$ cat src/rtl/svm_cascade_ctrl_pkg.sv
// rtl/svm_cascade_ctrl_pkg.sv - shared cascade constants and FSM state encoding
package svm_cascade_ctrl_pkg;

  localparam int          DEC_W_DEF   = 16;
  localparam int          LABEL_W_DEF = 4;
  localparam logic [15:0] THRESH_DEF  = 16'd256;

  typedef enum logic [2:0] {
    IDLE     = 3'd0,
    CHECK    = 3'd1,
    S2_START = 3'd2,
    S2_WAIT  = 3'd3,
    OUT      = 3'd4
  } state_t;

endpackage

$ cat src/rtl/svm_cascade_ctrl_sat_counter.sv
// rtl/svm_cascade_ctrl_sat_counter.sv - increment-enable counter that sticks at all-ones
module sat_counter #(
  parameter int W = 16
) (
  input  logic         clk,
  input  logic         rst,
  input  logic         inc,
  output logic [W-1:0] count
);

  always_ff @(posedge clk or posedge rst) begin
    if (rst) begin
      count <= '0;
    end else if (inc && (count != {W{1'b1}})) begin
      count <= count + W'(1);
    end
  end

endmodule

$ cat src/rtl/svm_cascade_ctrl.sv
// rtl/svm_cascade_ctrl.sv - two-stage SVM cascade: emit confident stage-1 results, escalate the rest
module svm_cascade_ctrl
  import svm_cascade_ctrl_pkg::*;
#(
  parameter int                 DEC_W     = DEC_W_DEF,
  parameter int                 LABEL_W   = LABEL_W_DEF,
  parameter logic [15:0]        THRESH    = THRESH_DEF,
  parameter logic [LABEL_W-1:0] POS_LABEL = LABEL_W'(1),
  parameter logic [LABEL_W-1:0] NEG_LABEL = LABEL_W'(0),
  parameter int                 TIMEOUT   = 4096,
  parameter int                 CNT_W     = 16
) (
  input  logic               clk,
  input  logic               rst,
  input  logic               s1_valid,
  input  logic [DEC_W-1:0]   s1_dec,
  output logic               s1_ready,
  output logic               s2_start,
  input  logic               s2_done,
  input  logic [LABEL_W-1:0] s2_class,
  output logic               out_valid,
  output logic [LABEL_W-1:0] out_class,
  output logic               out_src,
  output logic               out_timeout,
  input  logic               out_ready,
  output logic               busy,
  output logic [CNT_W-1:0]   cnt_total,
  output logic [CNT_W-1:0]   cnt_escalated
);

  localparam int              TW       = (TIMEOUT > 2) ? $clog2(TIMEOUT) : 1;
  localparam logic [DEC_W:0]  THRESH_X = (DEC_W+1)'(THRESH);

  state_t             state, state_nx;
  logic               dec_neg;
  logic [DEC_W:0]     mag_q;
  logic [DEC_W:0]     dec_ext;
  logic [DEC_W:0]     mag_in;
  logic [TW-1:0]      tcnt;
  logic               timeout_hit;
  logic               confident;
  logic [LABEL_W-1:0] sign_label;

  // One extra bit so the most negative decision value has an exact magnitude
  assign dec_ext     = {s1_dec[DEC_W-1], s1_dec};
  assign mag_in      = dec_ext[DEC_W] ? (~dec_ext + (DEC_W+1)'(1)) : dec_ext;
  assign confident   = (mag_q >= THRESH_X);
  assign timeout_hit = (tcnt == TW'(TIMEOUT - 1));
  assign sign_label  = dec_neg ? NEG_LABEL : POS_LABEL;

  assign s1_ready = (state == IDLE);
  assign busy     = (state != IDLE);

  always_ff @(posedge clk or posedge rst) begin
    if (rst) state <= IDLE;
    else     state <= state_nx;
  end

  always_comb begin
    state_nx = state;
    case (state)
      IDLE:     if (s1_valid) state_nx = CHECK;
      CHECK:    state_nx = confident ? OUT : S2_START;
      S2_START: state_nx = S2_WAIT;
      S2_WAIT:  if (s2_done || timeout_hit) state_nx = OUT;
      OUT:      if (out_ready) state_nx = IDLE;
      default:  state_nx = IDLE;
    endcase
  end

  always_ff @(posedge clk or posedge rst) begin
    if (rst) begin
      dec_neg     <= 1'b0;
      mag_q       <= '0;
      tcnt        <= '0;
      s2_start    <= 1'b0;
      out_valid   <= 1'b0;
      out_class   <= '0;
      out_src     <= 1'b0;
      out_timeout <= 1'b0;
    end else begin
      s2_start <= (state_nx == S2_START);
      case (state)
        IDLE: begin
          if (s1_valid) begin
            dec_neg <= s1_dec[DEC_W-1];
            mag_q   <= mag_in;
          end
        end
        CHECK: begin
          if (confident) begin
            out_valid   <= 1'b1;
            out_class   <= sign_label;
            out_src     <= 1'b0;
            out_timeout <= 1'b0;
          end
        end
        S2_START: tcnt <= '0;
        S2_WAIT: begin
          tcnt <= tcnt + TW'(1);
          // A result arriving on the last allowed cycle still beats the timeout
          if (s2_done) begin
            out_valid   <= 1'b1;
            out_class   <= s2_class;
            out_src     <= 1'b1;
            out_timeout <= 1'b0;
          end else if (timeout_hit) begin
            out_valid   <= 1'b1;
            out_class   <= sign_label;
            out_src     <= 1'b0;
            out_timeout <= 1'b1;
          end
        end
        OUT: begin
          if (out_ready) begin
            out_valid   <= 1'b0;
            out_timeout <= 1'b0;
          end
        end
        default: ;
      endcase
    end
  end

  sat_counter #(.W(CNT_W)) u_cnt_total (
    .clk   (clk),
    .rst   (rst),
    .inc   ((state == OUT) && out_ready),
    .count (cnt_total)
  );

  sat_counter #(.W(CNT_W)) u_cnt_escalated (
    .clk   (clk),
    .rst   (rst),
    .inc   (state == S2_START),
    .count (cnt_escalated)
  );

endmodule

$ cat config.mk
export PLATFORM = sky130hd
export DESIGN_NAME = svm_cascade_ctrl
export DESIGN_NICKNAME = d
export VERILOG_FILES = /design/src/rtl/svm_cascade_ctrl_pkg.sv /design/src/rtl/svm_cascade_ctrl_sat_counter.sv /design/src/rtl/svm_cascade_ctrl.sv
export SDC_FILE = /design/constraint.sdc
export NUM_CORES = 1
export LEC_CHECK = 0
export CORE_UTILIZATION = 39
export CTS_CLUSTER_SIZE = 30
export DETAILED_ROUTE_END_ITERATION = 10
export DONT_BUFFER_PORTS = 1
export GPL_ROUTABILITY_DRIVEN = 0
export PLACE_DENSITY_LB_ADDON = 0.2
export SYNTH_ARGS = -nofsm -noshare
export SYNTH_HDL_FRONTEND = slang
export SYNTH_SLANG_ARGS = --single-unit
$ cat constraint.sdc
create_clock -name clk -period 1.8 [get_ports clk]
set_input_delay 0.18 -clock clk [delete_from_list [all_inputs] [get_ports clk]]
set_output_delay 0.18 -clock clk [all_outputs]
set_load 0.005 [all_outputs]
Word level (Yosys, flattened, before mapping) --
Index checks and enable logic that the tools add are counted.
Cells by class: add/subtract/negate cells 4, $lt $le $gt $ge 1, multiplexer cells 23, reduce and logical (&&, ||, !) cells 12, bitwise operators 1, equality and inequality tests 11
Operator list (number):
- 16-bit by 1-bit adder with 16-bit output (second input constant) | 2
- 16-bit != test (second input constant) | 2
- 12-bit case mux with 2 select lines | 1
- 17-bit by 1-bit adder with 17-bit output (second input constant) | 1
- 17-bit by 9-bit >= comparator with 1-bit output (second input constant) | 1
- 17-bit 2-to-1 mux | 1
- 17-bit NOT | 1
- 3-bit case mux with 5 select lines | 1
- 12-bit by 1-bit adder with 12-bit output (second input constant) | 1
- 12-bit equality test (second input constant) | 1
- 3-bit 2-to-1 mux | 4
- 4-bit 2-to-1 mux | 3
- 3-bit by 2-bit equality test with 1-bit output (second input constant) | 3
- 1-bit 2-to-1 mux | 9
- 4-bit case mux with 2 select lines | 1
- 1-bit case mux with 3 select lines | 2
- 3-bit nonzero test | 2
- 2-bit != test (second input constant) | 2
- 4-bit AND reduction | 1
- 2-bit nonzero test | 2
- 3-bit by 1-bit equality test with 1-bit output (second input constant) | 1
- 3-bit equality test (second input constant) | 1
- 1-bit logical AND | 3
- 3-bit logical NOT | 1
- 5 further kinds | 5
Word-level totals: input port bits 25, output and inout bits 42, flip-flop bits (word level) 73

Longest topological paths before layout --
word-level depth 5, depth in mapped cells 7, gate-level depth less buffers 6

Modules after synthesis --
A second synthesis with hierarchy kept.
Unflattened totals: cell total of the unflattened synthesis 333, area total of the unflattened synthesis 3306.9 µm²
Modules (own cells, without submodules):
- svm_cascade_ctrl | area each 1695.4 µm², cells an instance 191, instances 1
- sat_counter | area each 805.8 µm², cells an instance 71, instances 2

Worst setup path after synthesis --
Ideal clock, no wire load.
path kind register to register, start point register state[2], end point register out_class[0], clock period less this slack 1825 ps, stages on the path, launching flop included 7, path buffers 1, arrival 1697 ps, slack -25 ps, data required time 1672 ps, library setup time 128 ps, cells stage by stage dfrtp_1 -> buf_2 -> nand2b_1 -> or3_1 -> or2_1 -> nand2_1 -> mux2_1
Between the ends: word-level cells in the longest chain between the ends 3, elaborated cells between the ends (all ways) 7
Ends and longest elaborated chain:
- from (decl) | line svm_cascade_ctrl.sv:34 | state_t state, state_nx;
- from (signal assigned) | line svm_cascade_ctrl.sv:56 | else state <= state_nx;
- 3-bit by 2-bit equality test with 1-bit output / 3-bit by 1-bit equality test with 1-bit output (equally long branches) | line svm_cascade_ctrl.sv:83 | case (state)
- 3-bit != test (no line), or another cell as far along
- 3-bit AND reduction (no line)
- to (signal assigned) | line svm_cascade_ctrl.sv:93 | out_class <= sign_label;
- to (signal assigned) | line svm_cascade_ctrl.sv:104 | out_class <= s2_class;
- to (signal assigned) | line svm_cascade_ctrl.sv:109 | out_class <= sign_label;
- to (decl) | line svm_cascade_ctrl.sv:22 | output logic [LABEL_W-1:0] out_class,
Parallel ways exist; a longest one is shown, timed or not. A chain may end at the register's enable or synchronous reset.

Worst setup path after layout --
Same ends and word-level chain as after synthesis.

==> impl_metrics.toml <==
[outcome]
run_status = "completed"

[clocking]
cts_bufs_inserted = 9
clkSinkCount = 65
cts.htree.levels = 3
clkTransAtPathRegs_ns = 0.07
cts_tree = "done"
clockRootBuffer = "sky130_fd_sc_hd__clkbuf_8"
clk_latency_ns = 0.34
clk_path_buf_depth = 2

[logic_synthesis]
synthDistinctLibCells = 49
synth.ff_latch_count = 65
synthFlopType = "sky130_fd_sc_hd__dfrtp_1"
syn_avg_cell_area_um2 = 10.35
synthArstFlopShare_pct = 100.0
ys_warn_count = 0
seq_area_frac_synth_pct = 51.02
netlist_area_mm2 = 0.003188
synthesized_netlist_net_count = 337
post_synth_inst_count = 308
post_synth_edffs = 0

[placed_design]
dp_hpwl_um = 4808
post-place-cells = 446
place.port_buffers = 0
place_ws_ns = 0.01688

[global_route]
grt_overflow = 0
grt_use_total_pct = 17.09
first_pass_grt_wire_length_um = 11430
first_global_vias = 2416
grt_antenna_before_repair = 0
grt_start_max_net_pins = 66

[critical_path]
critPathMaxFanout = 6
critical_path.startpoint_type = "flip-flop"
critical_setup_path_class = "flip-flop to flip-flop"
critical_path.endpoint_type = "flip-flop"
rrSetupSlack_ns = 0.1
worst_ep_arrival_time_ns = 1.92
timing.critical_path.required_ns = 2.02

[detailed_routing]
remaining_drc_errors = 0
drt-pass1-iter-count = 4
wl_per_cell_um = 14.31
route.detailed.vias_per_inst = 5.197
detail_route.wirelength_um = 6683
drtAntennaViolNets = 0
detailroute.via_count = 2427
dr.first_iter.drc_count = 71

[timing]
post-route-min-period_ns = 1.704
grt_setup_unrepaired = "no"
maximum_clock_frequency_ghz = 0.5869
finalSetupViolCount = 0
totalNegativeSetupSlack_ns = 0
final.period_utilization_pct = 94.65
final.setup_skew_ns = 0.007634
report.final.hold_viol_count = 0
timing.slew.headroom_pct = 75.66
worst_hold_slack_ns = 0.02754
drv_slew = 0
setup_ws_ns = 0.09627
tightestPinTransition_ns = 0.3632

[layout]
finish.cell_count_without_fillers = 467
final_net_count = 389
layout-drive-gt1-share_pct = 23.29
n_antenna_cell = 0
syn2layout_area_growth_pct = 23.70

[floorplan]
floorplan.initialDensity_pct = 40.83
chipHeight_um = 92.41
i_o_pin_count = 67
rows = 32
die_w_um = 92.41
die-area_mm2 = 0.008540
core_mm2 = 0.007807

[power_and_ir_drop]
cellPowerDensity_mw_per_mm2 = 1047
irDropWorstVdd_v = 0.0006034
power_leakage_nw = 1.790

[flow_run]
maxCapViolations = 0

[hold_path]
worstHoldPathType = "input pin to flip-flop"
-- critical path, cell delays in order, from the launching register on --
cell and delay (ns):
sky130_fd_sc_hd__dfrtp_1 0.39, sky130_fd_sc_hd__nand2b_1 0.16, sky130_fd_sc_hd__or3_1 0.34, sky130_fd_sc_hd__or2_4 0.26, sky130_fd_sc_hd__nand2_4 0.11, sky130_fd_sc_hd__mux2_1 0.33
-- synthesized netlist by cell type (4+ instances only) --
cell / count / area, um2
sky130_fd_sc_hd__and3_1: 8 / 50.05
sky130_fd_sc_hd__a22o_1: 4 / 35.03
sky130_fd_sc_hd__o21ai_1: 6 / 30.03
sky130_fd_sc_hd__ha_1: 4 / 50.05
sky130_fd_sc_hd__o21ai_0: 12 / 60.06
sky130_fd_sc_hd__nand4_1: 13 / 81.33
sky130_fd_sc_hd__nor2_1: 19 / 71.32
sky130_fd_sc_hd__a21oi_1: 6 / 30.03
sky130_fd_sc_hd__inv_1: 10 / 37.54
sky130_fd_sc_hd__nand3_1: 21 / 105.1
sky130_fd_sc_hd__nand2_1: 36 / 135.1
sky130_fd_sc_hd__dfrtp_1: 65 / 1627
sky130_fd_sc_hd__a31oi_1: 4 / 25.02
sky130_fd_sc_hd__xor2_1: 16 / 140.1
sky130_fd_sc_hd__clkbuf_1: 4 / 15.01
sky130_fd_sc_hd__xnor2_1: 22 / 192.7
sky130_fd_sc_hd__nor3_1: 8 / 40.04
-- logic make-up after synthesis --
group	count (synthesis)	share of synthesized area (%)
AO/OA/AOI/OAI	45	9.890
XOR/XNOR	38	10.44
adder cells (fa/ha/maj)	4	1.570
buffers and inverters	19	2.983
flip-flops	65	51.02
multiplexers	7	2.355
AND/OR/NAND/NOR	130	21.74
-- metal layers --
layer	share of wire [%]	vias to the layer above	GRT usage (%)
li1	-	1193	-
met1	46	1171	21.88
met2	47	56	26.67
met3	6.4	7	4.926
met4	1.3	0	7.813
met5	0	-	0
-- final timing paths --
| path | cells past startpoint | to | from |
|---|---|---|---|
| worst max-delay path | 5 | out_class[0]$_DFFE_PP0P_ | state[2]$_DFF_PP0_ |
| worst min-delay path | 2 | mag_q[13]$_DFFE_PP0P_ | s1_dec[13] |
| worst max register to register | 5 | out_class[0]$_DFFE_PP0P_ | state[2]$_DFF_PP0_ |
| worst min register to register | 2 | mag_q[10]$_DFFE_PP0P_ | mag_q[10]$_DFFE_PP0P_ |
| max in group asynchronous | 3 | state[0]$_DFF_PP0_ | rst |
| min in group asynchronous | 3 | u_cnt_total.count[7]$_DFFE_PP0P_ | rst |
-- flip-flops by register name (all words and copies together) (netlist names) --
register	cells
out_src	1
mag_q	9
u_cnt_escalated.count	16
u_cnt_total.count	16
tcnt	12
out_timeout	1
out_valid	1
dec_neg	1
s2_start	1
state	3
out_class	4
-- stage by stage --
| step | util [%] | cell area (um2) | power, mW |
|---|---|---|---|
| detailed placement | 46.30 | 3615 | 2.844 |
| global route | 50.51 | 3944 | 4.397 |
| finish | 50.51 | 3944 | 4.128 |
| CTS | 49.68 | 3879 | 4.164 |
| global placement | 46.30 | 3615 | 2.814 |
| floorplan | - | 3194 | 2.464 |
-- timing repair --
action / CTS / global route
hold endpoints to repair: 70 / 0
hold buffers: 5 / 0
setup buffers: 0 / 0
gates resized for setup: 0 / 12
endpoints found under the setup margin: 0 / 14
-- final cells by class --
type	count	area, um2
flip-flops and latches	65	1628
fillers	770	3864
well taps	102	127.6
clock inverters	5	62.56
multi-input cells	224	1533
clock buffers	11	151.4
repair buffers	50	400.4
inverters	10	41.29
-- cell usage in the layout (no fill, tap or decap), drive strengths merged, types with 2 or more instances in the layout --
master and n:
dlygate4sd3 5, dfrtp 65, o31ai 4, or3 3
xor2 16, nand2 37, nor4b 2, nand3 22
xnor2 22, a31oi 4, and4 2, nand2b 2
nor3 8, a21oi 7, and2 2, nor2 20
a22o 4, or4 3, a21o 2, and3 8
clkbuf 11, o21ai 18, buf 45, nor4 4
inv 10, ha 4, mux2i 3, mux2 4
o41ai 2, clkinvlp 3, nand4 13
-- where the power goes --
part           switching [mW]  internal, mW
registers               0.174          1.68
logic                   0.521         0.455
clock network           0.572         0.722
total                    1.27          2.86
Note: power is estimated with default switching activity, not from simulation.
